==> config.mk <==
export PLATFORM = sky130hd
export DESIGN_NAME = clk_measure
export DESIGN_NICKNAME = d
export VERILOG_FILES = /design/src/rtl/clk_measure.sv
export SDC_FILE = /design/constraint.sdc
export NUM_CORES = 1
export LEC_CHECK = 0
export CELL_PAD_IN_SITES_DETAIL_PLACEMENT = 1
export CELL_PAD_IN_SITES_GLOBAL_PLACEMENT = 1
export CORE_MARGIN = 3
export CORE_UTILIZATION = 35
export CTS_CLUSTER_DIAMETER = 40
export DETAILED_ROUTE_END_ITERATION = 7
export PLACE_DENSITY_LB_ADDON = 0.05
export RECOVER_POWER = 100
export SETUP_SLACK_MARGIN = 0.02
export SLEW_MARGIN = 20
export SYNTH_ARGS = -nofsm -noshare
export SYNTH_HDL_FRONTEND = slang
export SYNTH_SLANG_ARGS = --single-unit
export TNS_END_PERCENT = 10
==> constraint.sdc <==
create_clock -name clk_in -period 1.8 [get_ports clk_in]
set_input_delay 0.18 -clock clk_in [delete_from_list [all_inputs] [get_ports clk_in]]
set_output_delay 0.18 -clock clk_in [all_outputs]
set_load 0.1 [all_outputs]
==> src/rtl/clk_measure.sv <==
// Measures period and high time of a slow asynchronous signal in clk_in cycles.
// Optional duty measurement is enabled by defining CLK_MEASURE_DUTY_EN.
module clk_measure #(
    parameter int CNT_W   = 28,
    parameter int TIMEOUT = 24_000_000
) (
    input  logic             clk_in,
    input  logic             rst_n,
    input  logic             sig_in,
    input  logic             clear,
    output logic [CNT_W-1:0] period,
    output logic [CNT_W-1:0] high_time,
    output logic             meas_valid,
    output logic             timeout,
    output logic             locked
);

    // state   | meaning
    // IDLE    | waiting for the first rising edge after reset/clear
    // MEASURE | counting the interval since the last rising edge
    // STALL   | no rising edge for TIMEOUT cycles; counter frozen
    typedef enum logic [1:0] {
        IDLE    = 2'd0,
        MEASURE = 2'd1,
        STALL   = 2'd2
    } state_t;

    localparam logic [CNT_W-1:0] TO_LIMIT = CNT_W'(TIMEOUT);
    localparam logic [CNT_W-1:0] CNT_ONE  = CNT_W'(1);

    state_t           state_q, state_d;
    logic             sync1_q, sync1_d;
    logic             sync2_q, sync2_d;
    logic             prev_q, prev_d;
    logic [CNT_W-1:0] cnt_q, cnt_d;
    logic [CNT_W-1:0] period_q, period_d;
    logic             meas_valid_q, meas_valid_d;
    logic             timeout_q, timeout_d;
    logic             locked_q, locked_d;
    logic             rise;
    logic             at_limit;

    assign rise     = sync2_q & ~prev_q;
    assign at_limit = (cnt_q >= TO_LIMIT);

    always_comb begin
        sync1_d      = sig_in;
        sync2_d      = sync1_q;
        prev_d       = sync2_q;
        state_d      = state_q;
        cnt_d        = cnt_q;
        period_d     = period_q;
        meas_valid_d = 1'b0;
        timeout_d    = timeout_q;
        locked_d     = locked_q;
        if (clear) begin
            sync1_d   = 1'b0;
            sync2_d   = 1'b0;
            prev_d    = 1'b0;
            state_d   = IDLE;
            cnt_d     = '0;
            period_d  = '0;
            timeout_d = 1'b0;
            locked_d  = 1'b0;
        end else begin
            unique case (state_q)
                IDLE, MEASURE: begin
                    // an edge coinciding with the limit wins over the timeout
                    if (rise) begin
                        cnt_d   = CNT_ONE;
                        state_d = MEASURE;
                        if (state_q == MEASURE) begin
                            period_d     = cnt_q;
                            meas_valid_d = 1'b1;
                            locked_d     = 1'b1;
                        end
                    end else if (at_limit) begin
                        state_d   = STALL;
                        timeout_d = 1'b1;
                        locked_d  = 1'b0;
                    end else begin
                        cnt_d = cnt_q + CNT_ONE;
                    end
                end
                STALL: begin
                    if (rise) begin
                        cnt_d     = CNT_ONE;
                        timeout_d = 1'b0;
                        state_d   = MEASURE;
                    end
                end
                default: state_d = IDLE;
            endcase
        end
    end

    always_ff @(posedge clk_in or negedge rst_n) begin
        if (!rst_n) begin
            state_q      <= IDLE;
            sync1_q      <= 1'b0;
            sync2_q      <= 1'b0;
            prev_q       <= 1'b0;
            cnt_q        <= '0;
            period_q     <= '0;
            meas_valid_q <= 1'b0;
            timeout_q    <= 1'b0;
            locked_q     <= 1'b0;
        end else begin
            state_q      <= state_d;
            sync1_q      <= sync1_d;
            sync2_q      <= sync2_d;
            prev_q       <= prev_d;
            cnt_q        <= cnt_d;
            period_q     <= period_d;
            meas_valid_q <= meas_valid_d;
            timeout_q    <= timeout_d;
            locked_q     <= locked_d;
        end
    end

`ifdef CLK_MEASURE_DUTY_EN
    logic [CNT_W-1:0] high_q, high_d;
    logic [CNT_W-1:0] high_time_q, high_time_d;
    logic             fall;

    assign fall = ~sync2_q & prev_q;

    always_comb begin
        high_d      = high_q;
        high_time_d = high_time_q;
        if (clear) begin
            high_d      = '0;
            high_time_d = '0;
        end else if (state_q == MEASURE) begin
            if (rise) begin
                high_time_d = high_q;
            end else if (fall) begin
                high_d = cnt_q;
            end
        end
    end

    always_ff @(posedge clk_in or negedge rst_n) begin
        if (!rst_n) begin
            high_q      <= '0;
            high_time_q <= '0;
        end else begin
            high_q      <= high_d;
            high_time_q <= high_time_d;
        end
    end

    assign high_time = high_time_q;
`else
    assign high_time = '0;
`endif

    assign period     = period_q;
    assign meas_valid = meas_valid_q;
    assign timeout    = timeout_q;
    assign locked     = locked_q;

endmodule

==> results.md <==
* Switching pwr at approximately 960 uW
* Total global routing overflow at 0
* Routing usage on met1 at 0.2560
* Reg power frac at 0.485
* Least-Margin Pin Slew at 0.8756 ns
* Mux contribution to synthesized area at 0.01274
* Post-DR wirelength/cell at 16.67 um
* Maximum clock insertion buffer count at 2
* Final wirelength at between 9 and 10 mm
* GR Util met3 at 0.03276
* Clock network fraction of total power at 0.363
* Crit path capture type: flop
* Hold Path Stages at 2
* Period utilisation layout at 1.084
* Routability Congestion at around 0.84
* Mapped Cells at about 360
* Non-Filler Instances at 563
* Die width at just over 100 um
* Cell area after synthesis at 3242 um2
* Failing checks: negative setup slack
* Vias in the first global route at approximately 3000
* Post-DP HPWL at around 6.3 mm
* Post-synth cell types at between 50 and 60
* CP max stage cell: a311o_2
* Num CTS Buffers at 9
* Crit-path cells: and4_4, a311o_2, buf_4, a21oi_4, nand4_1, mux2_2
* Number of port buffers at 34
* Most frequent cells in the layout: nand2_1, dfrtp_1, buf_4
* Die ar. at about 10000 um2
* Drt pass-1 iters at 4
* Main combinational cell family by area after synthesis: simple AND/OR/NAND/NOR gates
* Post-Synth XOR/XNOR Area at 0.005403
* Initial Util at 0.3664
* Fin. max-slew vios at 0
* Fin. Hold Viols at 0
* CP max stage delay at between 0.4 and 0.5 ns
* Global-route wire length before repair at between 15 and 20 mm
* H-Tree Depth at 3
* FMAX at a little over 500 MHz
* WP data required at 2.02 ns
* Synth Area in Compound Gates at 0.1687
* Setup repair after global routing missed its margin: yes
* Buf/Inv on CP at 1
* Max-cap violations at 0
* GR Util met2 at 0.3108
* Post-route minimum period at a little under 2 ns
* Number of enable flip-flop cells after synthesis at 0
* Outcome: complete, but fails checks
* Die Ht at between 100 and 150 um
* Worst slew margin at 0.4163
* Type of origin of the critical path: flop
* Reg clk slew, reported paths at about 0.07 ns
* Min-Delay Path Class: in2reg
* Simple-gate share of the synthesized area at 0.2169
* Worst VDD drop at ~0.00034 V
* Yosys warns at 0
* Most common cell after layout, fill and taps aside: nand2_1
* Fin Setup TNS at -2.058 ns
* Seq/Total Area, Yosys at 0.4940
* Pin count of the biggest net entering global routing at 65
* Main synth FF type: dfrtp_1
* Crit-path max FO at 6
* P_int at between 2 and 2.5 mW
* WP depth at 6
* Num Clock Sinks at 64
* Dpl cells at 538
* Final worst slack at -0.1516 ns
* Share of the synthesized area in the top cell type at 0.4940
* PwrDens at just over 700 nW/um2
* Vias per cell at just over 5
* Adder-Cell Fraction of Synth Area at 0.007719
* Root Driver: clkbuf_8
* Synthesis-stage register bit count at 64
* Area Growth Syn to Fin at 32.00%
* DRC viols at 0
* Total Routing Usage GR at 0.1915
* Clock Skew at a little over 0.009 ns
* Cell family with most CP delay: compound AO/OA/AOI/OAI gates
* Initial antenna violation count at 0
* Ys async rst share at 1.000
* Synth Area per Inst at roughly 9 um2
* Number of routed nets with antenna violations at 0
* Worst skew pair latency at 0.34 ns
* Area leader, netlist: dfrtp_1
* Diode count at 0
* WS Path Type: reg2reg
* Total power at ~3.1 mW
* WP data arrival at around 2.2 ns
* CTS tree: yes
* Switching share of total power at 0.3128
* Final #Nets at 457
* Final setup fails at 26
* Ratio of cells with drive above 1 in the final layout at 0.3143
* IO Count at 63
* Total core area at ~9000 um2
* Row cnt at 34
* Busiest layer in global routing: met2
* Via count at 2888
* Comb pwr share at 0.152
* Worst R2R Path Depth at 6
* DP Worst Slack at -0.2595 ns
* Synth top area cells: dfrtp_1, nand2_1, buf_4, a21oi_1, a31oi_1
* Iteration-0 DRC Markers at 85
* Post-layout util at 0.4836
* Leak pwr at slightly above 2 nW
## worst reg2reg max path: cells and delay by family, from the launching register on
family | cells | cell delay [ns]
and+or+nand+nor | 2 | 0.34
DFF | 1 | 0.40
muxes | 1 | 0.30
AOI/OAI and AO/OA | 2 | 0.62
buffers and inverters | 1 | 0.18
## cells in the mapped netlist, types with 2 or more instances
library cell and count:
nand2_1 76, dfrtp_1 64, a21oi_1 34, buf_4 28
a31oi_1 17, clkbuf_1 17, nor2_1 11, o21ai_0 10
nand3_1 9, and2_1 8, nor2b_1 7, and4_1 6
and3_1 5, nand2b_1 5, a21o_1 4, inv_1 4
nand4_1 4, mux2i_1 3, or3_1 3, a211oi_1 2
a41oi_1 2, buf_2 2, ha_1 2, nor3_1 2
nor4_1 2, o211ai_1 2, o41ai_1 2, or4_1 2
xnor2_1 2
## state kept, by name, indices dropped and copies added, names as in the netlist
name and flops:
cnt_q 28, period 28, state_q 2, locked 1
meas_valid 1, prev_q 1, sync1_q 1, sync2_q 1
timeout 1
## per-layer routing
metal	vias up	wire, um	share of wire
met1	1428	4330	0.46
met4	0	201	0.021
met3	15	263	0.028
li1	1388	-	-
met2	57	4592	0.49
met5	-	0	0
## path summary, 6_finish.rpt
path | from | end | slack, ns
min in group asynchronous | rst_n | meas_valid | 0.62
worst min-delay path | sig_in | sync1_q | 0.40
max in group asynchronous | rst_n | period[1] | 0.62
worst min register to register | sync1_q | sync2_q | 0.48
worst max register to register | cnt_q[18] | cnt_q[18] | -0.15
worst max-delay path | cnt_q[18] | cnt_q[18] | -0.15
## power groups by stage
stage / sequential, mW / clock, mW / combinational, mW
floorplan: 1.52 / 0 / 0.382
global placement: 1.51 / 0 / 0.463
detailed placement: 1.51 / 0 / 0.467
CTS: 1.48 / 1.15 / 0.473
global route: 1.49 / 1.23 / 0.501
finish: 1.48 / 1.11 / 0.466
## through the flow
step           area, um2  hold WS, ns
5_1_grt             4279       0.4166
6_report            4279       0.4007
3_3_place_gp        3929       0.2319
2_1_floorplan       3346      -0.1156
3_5_place_dp        3929       0.2281
4_1_cts             4260       0.3878
## repair_timing
| item | CTS | global route |
|---|---|---|
| gates cloned | 1 | 0 |
| resized for setup | 26 | 14 |
| endpoints found under the hold margin | 64 | 0 |
| hold buffers | 1 | 0 |
| pin swaps | 17 | 5 |
| buffers inserted | 4 | 4 |
| setup endpoints to repair | 27 | 29 |
## cell families (layout without fill, tap and decap cells)
kind of cell	after synthesis	after routing
other	1	28
DFF	64	64
buffers and inverters	52	122
xor gates and xnor gates	2	2
muxes	4	4
and+or+nand+nor	145	145
AOI/OAI and AO/OA	87	88
adders and majority gates	2	2
## final cells by class
class	instances	area, um2
clock buffers	12	155.1
clock inverters	3	17.52
fillers	1044	4569
inverters	4	15.01
multi-input cells	269	1629
flip-flops and latches	64	1602
well taps	108	135.1
repair buffers	103	725.7
(Power assumes the default switching activity.)
